===== src/rtl/dds_mix_dac.sv =====
// Saturating NCH-channel mixer feeding a 3-wire serial DAC at a fixed sample rate.
// Define DDS_MIX_CLIP_DETECT_EN to add the sticky clip output.
//
// state | meaning
// IDLE  | waiting for the next sample tick
// SHIFT | frame active, 16 bits shifted MSB-first, CLKDIV clk per sclk half-period
// GAP   | cs_n held high for CLKDIV clk before the next frame may start
module dds_mix_dac #(
  parameter int NCH        = 4,
  parameter int CLKDIV     = 4,
  parameter int SAMPLE_DIV = 256
) (
  input  logic              clk,
  input  logic              reset_n,
  input  logic [16*NCH-1:0] ch_samples,
  input  logic              ovr_clr,
  output logic [15:0]       sample_out,
  output logic              sample_valid,
  output logic              dac_cs_n,
  output logic              dac_sclk,
  output logic              dac_sdata,
  output logic              busy,
  output logic              overrun
`ifdef DDS_MIX_CLIP_DETECT_EN
  ,
  output logic              clip
`endif
);

  localparam int CNT_W = (SAMPLE_DIV > 1) ? $clog2(SAMPLE_DIV) : 1;
  localparam int PH_W  = (CLKDIV > 1) ? $clog2(CLKDIV) : 1;
  localparam logic [CNT_W-1:0] CNT_LAST = CNT_W'(SAMPLE_DIV - 1);
  localparam logic [PH_W-1:0]  PH_LAST  = PH_W'(CLKDIV - 1);

  localparam logic [1:0] IDLE  = 2'd0;
  localparam logic [1:0] SHIFT = 2'd1;
  localparam logic [1:0] GAP   = 2'd2;

  logic [CNT_W-1:0]   count;
  logic               tick;
  logic [1:0]         state;
  logic [PH_W-1:0]    phase;
  logic [3:0]         bit_idx;
  logic [15:0]        shreg;
  logic signed [18:0] sum;
  logic [15:0]        sat;
  logic               sat_hit;

  assign tick = (count == CNT_LAST);
  assign busy = (state != IDLE);

  always_ff @(posedge clk or negedge reset_n) begin
    if (!reset_n) begin
      count <= '0;
    end else if (tick) begin
      count <= '0;
    end else begin
      count <= count + CNT_W'(1);
    end
  end

  // 19 bits hold the sum of up to 8 full-scale channels without wrapping
  always_comb begin
    sum = '0;
    for (int k = 0; k < NCH; k++) begin
      sum = sum + {{3{ch_samples[16*k+15]}}, ch_samples[16*k +: 16]};
    end
  end

  always_comb begin
    sat     = sum[15:0];
    sat_hit = 1'b0;
    if (sum > 19'sd32767) begin
      sat     = 16'h7FFF;
      sat_hit = 1'b1;
    end else if (sum < -19'sd32768) begin
      sat     = 16'h8000;
      sat_hit = 1'b1;
    end
  end

  always_ff @(posedge clk or negedge reset_n) begin
    if (!reset_n) begin
      state        <= IDLE;
      phase        <= '0;
      bit_idx      <= 4'd0;
      shreg        <= 16'h0000;
      sample_out   <= 16'h0000;
      sample_valid <= 1'b0;
      dac_cs_n     <= 1'b1;
      dac_sclk     <= 1'b0;
      dac_sdata    <= 1'b0;
    end else begin
      sample_valid <= 1'b0;
      case (state)
        IDLE: begin
          if (tick) begin
            sample_out   <= sat;
            sample_valid <= 1'b1;
            shreg        <= {~sat[15], sat[14:0]};
            dac_cs_n     <= 1'b0;
            dac_sdata    <= ~sat[15];
            state        <= SHIFT;
            bit_idx      <= 4'd15;
            phase        <= '0;
          end
        end
        SHIFT: begin
          if (phase == PH_LAST) begin
            phase <= '0;
            if (!dac_sclk) begin
              dac_sclk <= 1'b1;
            end else begin
              dac_sclk <= 1'b0;
              if (bit_idx == 4'd0) begin
                dac_cs_n <= 1'b1;
                state    <= GAP;
              end else begin
                // next bit goes out on the falling edge, so it is settled by the next rise
                bit_idx   <= bit_idx - 4'd1;
                shreg     <= {shreg[14:0], 1'b0};
                dac_sdata <= shreg[14];
              end
            end
          end else begin
            phase <= phase + PH_W'(1);
          end
        end
        GAP: begin
          if (phase == PH_LAST) begin
            phase <= '0;
            state <= IDLE;
          end else begin
            phase <= phase + PH_W'(1);
          end
        end
        default: state <= IDLE;
      endcase
    end
  end

  // a tick during a frame drops the sample; setting beats a same-cycle clear
  always_ff @(posedge clk or negedge reset_n) begin
    if (!reset_n) begin
      overrun <= 1'b0;
    end else if (tick && (state != IDLE)) begin
      overrun <= 1'b1;
    end else if (ovr_clr) begin
      overrun <= 1'b0;
    end
  end

`ifdef DDS_MIX_CLIP_DETECT_EN
  always_ff @(posedge clk or negedge reset_n) begin
    if (!reset_n) begin
      clip <= 1'b0;
    end else if (tick && (state == IDLE) && sat_hit) begin
      clip <= 1'b1;
    end else if (ovr_clr) begin
      clip <= 1'b0;
    end
  end
`endif

endmodule


===== config.mk =====
export PLATFORM = sky130hd
export DESIGN_NAME = dds_mix_dac
export DESIGN_NICKNAME = d
export VERILOG_FILES = /design/src/rtl/dds_mix_dac.sv
export SDC_FILE = /design/constraint.sdc
export NUM_CORES = 1
export LEC_CHECK = 0
export ABC_AREA = 1
export BUFFER_PORTS_ARGS = -buffer_cell sky130_fd_sc_hd__buf_2
export CELL_PAD_IN_SITES_DETAIL_PLACEMENT = 1
export CELL_PAD_IN_SITES_GLOBAL_PLACEMENT = 1
export CORE_ASPECT_RATIO = 0.75
export CORE_MARGIN = 2
export CORE_UTILIZATION = 40
export DETAILED_ROUTE_END_ITERATION = 7
export PLACE_DENSITY_LB_ADDON = 0.1
export SLEW_MARGIN = 5
export SYNTH_ARGS = -nofsm -noshare
export SYNTH_HDL_FRONTEND = slang
export SYNTH_SLANG_ARGS = --single-unit

===== constraint.sdc =====
create_clock -name clk -period 2.65 [get_ports clk]
set_clock_uncertainty 0.1 [all_clocks]
set_input_delay 0.265 -clock clk [delete_from_list [all_inputs] [get_ports clk]]
set_output_delay 0.265 -clock clk [all_outputs]
set_load 0.01 [all_outputs]

==> flow_metrics.env <==
export IMPL_grt_overflow_total=0
export IMPL_reg2reg_setup_slack_ns=0.33
export IMPL_cts_tree="yes"
export IMPL_min_path_cells=2
export IMPL_placed_area_sq_mm=0.00556
export IMPL_grt_pass1_wl_microns=21100
export IMPL_ff_latch_area_sq_mm=0.00130
export IMPL_yosys_register_bits=52
export IMPL_crit_chain="buf_8 > inv_8 > fa_1 > inv_2 > fa_1 > ha_4 > fa_2 > nand2_2 > nand2_2 > nand3_2 > nand2_2 > nand2_2 > nand2_2 > nand2_2 > nand2_2 > nor2_2 > nand2_2 > nand2_4 > buf_4 > clkbuf_16 > nand2_1 > nand2_1 > nand2_1"
export IMPL_setup_viol=32
export IMPL_final_common_cell="nand2_1"
export IMPL_synthMuxAreaShare=0
export IMPL_syn_area_sq_mm=0.00453
export IMPL_hold_start="ovr_clr"
export IMPL_vias=4308
export IMPL_multi_input_comb_area_sq_mm=0.00310
export IMPL_antenna_found_initial=0
export IMPL_worstReg2RegEnd="bit_idx[1]"
export IMPL_cts_buffers=5
export IMPL_viasPerCell=4.75
export IMPL_wl_microns=12700
export IMPL_synth_top_area_frac=0.282
export IMPL_io_buffers=88
export IMPL_critPathKind="in -> reg"
export IMPL_nNetsFinal=889
export IMPL_fin_crit_ns=3.20
export IMPL_drive_above_1_share=0.350
export IMPL_placementRows=33
export IMPL_slowest_stage="fa_1"
export IMPL_nFillCells=1392
export IMPL_timing_final_max_slew_violations=0
export IMPL_post_place_ws_ns=-0.909
export IMPL_end_kind="flip-flop"
export IMPL_grt_pass1_vias=4718
export IMPL_finalPower_mw=4.96
export IMPL_cp_start_kind="input pin"
export IMPL_setup_slack_ns=-0.553
export IMPL_core_sq_mm=0.0110
export IMPL_critPathMostFrequentCell="nand2_2"
export IMPL_die_area_sq_mm=0.0122
export IMPL_ys_types=34
export IMPL_dp_hpwl_microns=9970
export IMPL_drtIter0Drc=131
export IMPL_initial_core_util=0.413
export IMPL_syn_avg_cell_area_sq_um=7.16
export IMPL_die_w_microns=127
export IMPL_required_ns=2.74
export IMPL_synth_xor_area_frac=0.0290
export IMPL_power_density_mw_per_mm2=807
export IMPL_insertion_delay_ns=0.30
export IMPL_htreeDepth=2
export IMPL_clock_sinks=52
export IMPL_min_period_over_period=1.21
export IMPL_yosys_area_top_type="dfrtp_1"
export IMPL_die_h_microns=96.2
export IMPL_yosys_area_share_simple=0.288
export IMPL_cts_root_buffer="clkbuf_16"
export IMPL_r2r_start="count[0]"
export IMPL_place_gp_congestion=0.832
export IMPL_area_delta_synth_final_pct=35.6
export IMPL_ys_warn_count=0
export IMPL_grt_setup_unrepaired="yes"
export IMPL_worst_r2r_path_depth=13
export IMPL_tightest_slew_ns=0.410
export IMPL_grt_usage=0.217
export IMPL_fin_util=0.560
export IMPL_timing_fmax_mhz=312
export IMPL_wl_per_cell_microns=14.0
export IMPL_p_leak_nw=3.32
export IMPL_ir_drop_mv=0.342
export IMPL_final_area_sq_mm=0.00615
export IMPL_num_io_pins=89
export IMPL_tns_ns=-15.70
export IMPL_arrival_ns=3.29
export IMPL_synth_compound_area_frac=0.0494
export IMPL_violations="setup timing"
export IMPL_slew_headroom=0.727
export IMPL_cts_buffer_depth=2
export IMPL_synth_area_leaders="dfrtp_1, nand2_1, fa_1"
export IMPL_clkTransAtPathRegs_ns=0.07
export IMPL_critical_path_max_stage_delay_ns=0.55
export IMPL_synth_seq_area_share=0.287
export IMPL_synth_top_family_by_area="simple AND/OR/NAND/NOR gates"
export IMPL_grt_max_degree=36
export IMPL_synth_nets=757
export IMPL_cp_max_fo=5
export IMPL_cap_violations=0
export IMPL_detail_route_antenna_nets=0
export IMPL_diodes=0
export IMPL_drc_errors=0
export IMPL_whs_endpoint="overrun"
export IMPL_mostFrequentLayoutCells="nand2_1, inv_1, buf_2"
export IMPL_status="finished with violations"
export IMPL_synthCells=633
export IMPL_hold_violations=0
export IMPL_synth_adder_area_share=0.212
export IMPL_hp_class="in -> reg"
export IMPL_drt_pre_antenna_iters=4
## synth_stat cells, drive strengths merged
cell,n
nand2,218
inv,139
nor2,60
dfrtp,51
fa,33
nand3,28
ha,24
a21oi,21
o21ai,15
xor2,9
buf,8
xnor2,6
clkbuf,4
nor3,4
a31oi,3
or2,2
and2,1
and3,1
dfstp,1
nand3b,1
nor3b,1
nor4,1
o21bai,1
o22ai,1
## final cells by class
cell class	instances	share of cell area
multi-input combinational	430	0.504
sequential	52	0.212
timing repair buffer	137	0.146
inverter	139	0.0861
tap	140	0.0285
clock buffer	6	0.0226
clock inverter	2	0.00163
## worst max path at each step
| stage | from | slack (ns) | end |
|---|---|---|---|
| after detailed placement | ch_samples[1] | -0.91 | shreg[9] |
| final | ch_samples[1] | -0.55 | sample_out[8] |
| after CTS | ch_samples[33] | -0.58 | shreg[9] |
| after floorplan | ch_samples[1] | -0.49 | sample_out[2] |
| after global placement | ch_samples[1] | -0.77 | shreg[3] |
| after global routing | ch_samples[1] | -0.71 | sample_out[8] |
## timing repair
action | 4_1_cts | 5_1_grt
endpoints found under the hold margin | 11 | 0
pin swaps | 39 | 38
resized for setup | 40 | 57
buffers inserted | 7 | 4
endpoints found under the setup margin | 32 | 32
gates cloned | 2 | 1
hold buffers | 1 | 0
## metrics by stage
stage | hold slack (ns) | cells
4_1_cts | 0.0580 | 904
5_1_grt | 0.0608 | 906
6_report | 0.0731 | 906
2_1_floorplan | -0.131 | 633
3_3_place_gp | 0.0646 | 886
3_5_place_dp | 0.0652 | 886
## cell families after synthesis
group / Yosys count
adder cells (fa/ha/maj): 57
AO/OA/AOI/OAI: 41
XOR/XNOR: 15
buffers and inverters: 151
AND/OR/NAND/NOR: 317
flip-flops: 52
## state kept, by name (all words and copies together), names as in the netlist, 2 cells and up
name        cells
bit_idx         4
shreg          15
sample_out     16
state           2
phase           2
count           8
## critical path, delay by kind of cell
family        cells  cell delay, ns
buf+inv           5            0.42
simple gates     14            1.03
fa+ha+maj         4            1.58
## report_power, final
part	internal (mW)	switching [mW]
logic	1.61	1.89
clock network	0.373	0.296
registers	0.793	0.0000000000000000343
## metal layers
layer | part of all wire | up-vias | wire length (microns) | global-route usage
met1 | 0.46 | 2106 | 5860 | 0.270
li1 | - | 2128 | - | -
met5 | 0 | - | 0 | 0
met3 | 0.028 | 10 | 353 | 0.0350
met2 | 0.50 | 64 | 6390 | 0.403
met4 | 0.0092 | 0 | 117 | 0.0430
(Power assumes the default switching activity.)
